--- src/rtl/ram_dp_init.sv ---
// Simple dual-port RAM with byte-enable writes, 1- or 2-cycle read latency,
// selectable read-during-write policy and a post-reset zero-fill sequencer.
module ram_dp_init #(
  parameter int unsigned DATA_W   = 16,
  parameter int unsigned ADDR_W   = 4,
  parameter int unsigned RD_LAT   = 1,
  parameter int unsigned RDW_MODE = 0
) (
  input  logic                  clk,
  input  logic                  rst,
  input  logic                  we,
  input  logic [ADDR_W-1:0]     wr_addr,
  input  logic [DATA_W/8-1:0]   wr_be,
  input  logic [DATA_W-1:0]     wr_din,
  input  logic                  re,
  input  logic [ADDR_W-1:0]     rd_addr,
  output logic [DATA_W-1:0]     rd_dout,
  output logic                  rd_valid,
  output logic                  init_busy,
  output logic                  req_drop
);

  localparam int unsigned DEPTH = 2 ** ADDR_W;
  localparam int unsigned NB    = DATA_W / 8;

  typedef enum logic {INIT, READY} state_t;

  state_t            state_q;
  logic [ADDR_W-1:0] ptr_q;
  logic              init_busy_q;
  logic              req_drop_q;
  logic [DATA_W-1:0] rd_dout_q;
  logic              rd_valid_q;

  logic [DATA_W-1:0] mem [DEPTH];

  logic [DATA_W-1:0] wr_merged_d;
  logic [DATA_W-1:0] rd_word_d;
  logic              rd_en;

  assign rd_en = rst && (state_q == READY) && re;

  // The merged word doubles as the new-data read result, so both policies
  // resolve at the request edge regardless of output latency.
  always_comb begin
    wr_merged_d = mem[wr_addr];
    for (int unsigned i = 0; i < NB; i++) begin
      if (wr_be[i]) wr_merged_d[8*i +: 8] = wr_din[8*i +: 8];
    end
    rd_word_d = mem[rd_addr];
    if ((RDW_MODE == 1) && we && (wr_addr == rd_addr)) rd_word_d = wr_merged_d;
  end

  always_ff @(posedge clk) begin
    if (rst) begin
      if (state_q == INIT) mem[ptr_q] <= '0;
      else if (we)         mem[wr_addr] <= wr_merged_d;
    end
  end

  always_ff @(posedge clk) begin
    if (!rst) begin
      state_q     <= INIT;
      ptr_q       <= '0;
      init_busy_q <= 1'b1;
      req_drop_q  <= 1'b0;
    end else begin
      req_drop_q <= (state_q == INIT) && (we || re);
      if (state_q == INIT) begin
        ptr_q <= ptr_q + ADDR_W'(1);
        if (ptr_q == '1) begin
          state_q     <= READY;
          init_busy_q <= 1'b0;
        end
      end
    end
  end

  generate
    if (RD_LAT == 2) begin : g_lat2
      logic              s1_v_q;
      logic [DATA_W-1:0] s1_data_q;

      always_ff @(posedge clk) begin
        if (!rst) begin
          s1_v_q     <= 1'b0;
          s1_data_q  <= '0;
          rd_valid_q <= 1'b0;
          rd_dout_q  <= '0;
        end else begin
          s1_v_q     <= rd_en;
          if (rd_en) s1_data_q <= rd_word_d;
          rd_valid_q <= s1_v_q;
          if (s1_v_q) rd_dout_q <= s1_data_q;
        end
      end
    end else begin : g_lat1
      always_ff @(posedge clk) begin
        if (!rst) begin
          rd_valid_q <= 1'b0;
          rd_dout_q  <= '0;
        end else begin
          rd_valid_q <= rd_en;
          if (rd_en) rd_dout_q <= rd_word_d;
        end
      end
    end
  endgenerate

  assign rd_dout   = rd_dout_q;
  assign rd_valid  = rd_valid_q;
  assign init_busy = init_busy_q;
  assign req_drop  = req_drop_q;

endmodule

--- config.mk ---
export PLATFORM = sky130hd
export DESIGN_NAME = ram_dp_init
export DESIGN_NICKNAME = d
export VERILOG_FILES = /design/src/rtl/ram_dp_init.sv
export SDC_FILE = /design/constraint.sdc
export NUM_CORES = 1
export LEC_CHECK = 0
export BUFFER_PORTS_ARGS = -buffer_cell sky130_fd_sc_hd__buf_4
export CORE_UTILIZATION = 60
export DETAILED_ROUTE_END_ITERATION = 8
export GPL_ROUTABILITY_DRIVEN = 1
export PLACE_DENSITY_LB_ADDON = 0.1
export SLEW_MARGIN = 20
export SYNTH_ARGS = -nofsm -noshare
export SYNTH_HDL_FRONTEND = slang
export SYNTH_SLANG_ARGS = --single-unit
--- constraint.sdc ---
create_clock -name clk -period 2.7 [get_ports clk]
set_clock_uncertainty 0.2 [all_clocks]
set_input_delay 0.135 -clock clk [delete_from_list [all_inputs] [get_ports clk]]
set_output_delay 0.135 -clock clk [all_outputs]
set_load 0.01 [all_outputs]
==> run_results.csv <==
group,metric,value,unit
routing,met3_length,1.30,mm
layout,fin_cells,924,
floorplanning,die-area,18800,sq um
routing,drc,0,
synthesis,synth_top_family_by_area,"multiplexers",
flow_run,cap_violations,0,
worst_setup_path,r2r_end,"mem[12][1]",
clock_tree,clk_latency,0.53,ns
layout,drive_gt1_share,27.6,%
synthesis,yosysTopAreaCellShare,70.2,%
worst_setup_path,cp_common_cell,"buf_4",
synthesis,synth_most_common_cell,"edfxtp_1",
routing,drtPass1Iterations,5,
worst_setup_path,crit_path_start_kind,"flop",
synthesis,syn-num-nets,601,
synthesis,synthMuxAreaShare,15.4,%
synthesis,yosysUniqueCellTypes,33,
worst_setup_path,ff2ff_path_depth,6,
floorplanning,die_height,137,microns
worst_setup_path,worstReg2RegStart,"state_q",
timing,rsz0062_at_grt,"no",
clock_tree,ctsHoldBuffers,9,
clock_tree,htreeDepth,1,
routing,detail_route.iter0.violations,516,
floorplanning,floorplan.rows,49,
synthesis,synth-edff-count,256,
synthesis,avgSynthCellArea,19.2,sq um
clock_tree,cts_root_buf,"clkbuf_16",
placed_design,dp_hpwl,14.6,mm
timing,worst_pin_slew,0.984,ns
worst_setup_path,crit_fanout,11,
layout,diodes,0,
routing,avgViaCountPerCell,6.14,
timing,slew_violations,0,
worst_setup_path,path_class,"flop to flop",
layout,post-route-util,71.0,%
floorplanning,dieWidth,137,microns
worst_setup_path,cp_cell_sequence,"o2111a_1, buf_4, mux2i_1, nand2_1, nor2_1, buf_4",
clock_tree,cts_resized,0,
worst_setup_path,cp-end-kind,"flop",
routing,wl_met1,10.1,mm
worst_setup_path,cpPeakStageDelay,0.36,ns
synthesis,syn_area,10900,sq um
synthesis,ys_warn_count,0,
placed_design,io_buffers,48,
worst_setup_path,required,2.73,ns
global_routing,grt_overflow_total,0,
synthesis,synth_seq_cells,280,
synthesis,synth.area.top_cells,"edfxtp_1 (70%), mux4_2 (9.5%), dfxtp_1 (4.4%)",
timing,hold_viol,0,
min_path,hold_start,"wr_din[10]",
timing,setup_viol,0,
layout,fillers,1115,
timing,period_share,85.8,%
timing,setup_tns,0,ns
synthesis,synth-compound-area-share,3.55,%
clock_tree,clockBufferDepth,3,
worst_setup_path,rrSetupSlack,0.38,ns
clock_tree,cts_tree,"done",
global_routing,grt_usage,25.4,%
clock_tree,cts_made_buffers,27,
routing,wl_per_cell,24.4,microns
floorplanning,ios,49,
worst_setup_path,cp.depth,6,
synthesis,ys.flop_type,"edfxtp_1",
timing,period_needed,2.32,ns
layout,fin_area,12700,sq um
placed_design,place_inst,867,
routing,drtAntennaViolNets,0,
routing,wl_met2,10.7,mm
timing,fmax,432,MHz
status,status,"complete, no violations",
min_path,hold_end,"mem[4][10]",
synthesis,seq_area_frac_synth,74.6,%
worst_setup_path,critPathSlowestCell,"mux2i_1",
clock_tree,path_clk_slew,0.06,ns
global_routing,grt_max_degree,46,
worst_setup_path,worstPathArrival,2.34,ns
layout,finalNetCount,707,
power_and_ir_drop,p_leak,4.68,nW
synthesis,async_flop_share,0,%
power_and_ir_drop,peakVddDrop,552,uV
global_routing,antenna_found_initial,0,
timing,timing.hold.ws,0.0264,ns
placed_design,dpl-instance-area,11800,sq um
synthesis,synthSimpleGateAreaFrac,4.31,%
power_and_ir_drop,pwr_density_cell,677,nW/um^2
min_path,whs_path_depth,3,
synthesis,synth-xor-area-share,0.240,%
synthesis,synth_fa_ha_area_share,0.114,%
global_routing,grt_pass1_vias,5698,
timing,slew-limit-headroom,34.3,%
synthesis,netlist_top_cells_count,"edfxtp_1 (256), mux4_2 (46), nor2_1 (36), mux2i_1 (34), nand2_1 (25)",
floorplanning,core_area,17900,sq um
routing,vias,5677,
routing,wirelength,22.5,mm
worst_setup_path,cp_top_family,"buffers and inverters",
clock_tree,post-cts-setup-buffers,0,
placed_design,gp_congestion,0.766,
routing,top_layer,"met4",
synthesis,syn_inst,570,
layout,synthToLayoutAreaGrowth,16.1,%
min_path,hold_class,"primary input to flop",
floorplanning,initial_core_util,61.2,%
worst_setup_path,critPathBufInv,2,
synthesis,synth.largest_area_cell,"edfxtp_1",
global_routing,grt_first_pass_wirelength,34.2,mm
clock_tree,cts_sinks,280,
## how the worst max path moves through the flow
stage | slack, ns | start | end
2_1_floorplan | 0.53 | state_q | mem[8][10]
3_3_place_gp | 0.31 | wr_be[0] | mem[11][2]
3_5_place_dp | 0.29 | wr_be[0] | mem[11][13]
4_1_cts | 0.26 | state_q | mem[15][0]
5_1_grt | 0.17 | state_q | mem[10][7]
6_report | 0.38 | state_q | mem[12][1]
## where the power goes
group / internal, W / switching (W) / total, W
clock: 0.00200 / 0.00149 / 0.00349
combinational: 0.000186 / 0.000193 / 0.000379
sequential: 0.00472 / 0.0000174 / 0.00473
## cells in the final DEF, fill, tap and decap left out, types with 4 or more instances in the layout
cell type | synthesis | layout
a221oi_1 | 13 | 13
a22oi_1 | 15 | 15
a31oi_1 | 5 | 4
and2_1 | 20 | 20
buf_4 | 1 | 95
clkbuf_1 | 9 | 4
clkbuf_16 | 0 | 27
clkinv_1 | 0 | 13
dfxtp_1 | 24 | 24
dlygate4sd3_1 | 0 | 9
edfxtp_1 | 256 | 256
mux2_2 | 16 | 16
mux2i_1 | 34 | 34
mux4_1 | 5 | 5
mux4_2 | 46 | 46
nand2_1 | 25 | 25
nand2b_1 | 7 | 7
nor2_1 | 36 | 36
nor2b_1 | 4 | 4
o21ai_1 | 16 | 16
## cell type report
class,instances,area [sq um],area share (%)
multi-input cells,259,2590,20.4
inverters,2,7.51,0.0591
repair buffers,106,843,6.64
clock buffers,31,691,5.43
clock inverters,17,119,0.935
flip-flops and latches,280,8170,64.3
well taps,229,287,2.25
## sequential cells by signal, indices dropped and copies added (netlist names)
signal,count
ptr_q,4
rd_valid,1
mem,256
state_q,1
init_busy,1
req_drop,1
rd_dout,16
## stage by stage
step	setup slack [ns]	power (W)
floorplan	0.528	0.00507
global placement	0.309	0.00519
detailed placement	0.290	0.00519
CTS	0.260	0.00864
global route	0.166	0.00884
finish	0.385	0.00860
## kinds of logic after synthesis
group / Yosys count
XOR/XNOR: 3
buffers and inverters: 31
AND/OR/NAND/NOR: 99
multiplexers: 101
AO/OA/AOI/OAI: 55
adder cells (fa/ha/maj): 1
flip-flops: 280
## worst min-delay path: cells and delay by family
kind,cells,cell delay [ns]
buffers and inverters,2,0.32
and+or+nand+nor,1,0.12
## layer usage
metal / global-route usage, % / up-vias
li1: - / 2512
met1: 39.2 / 2937
met2: 38.5 / 191
met3: 3.85 / 37
met4: 6.11 / 0
met5: 0 / -
(Power assumes the default switching activity.)
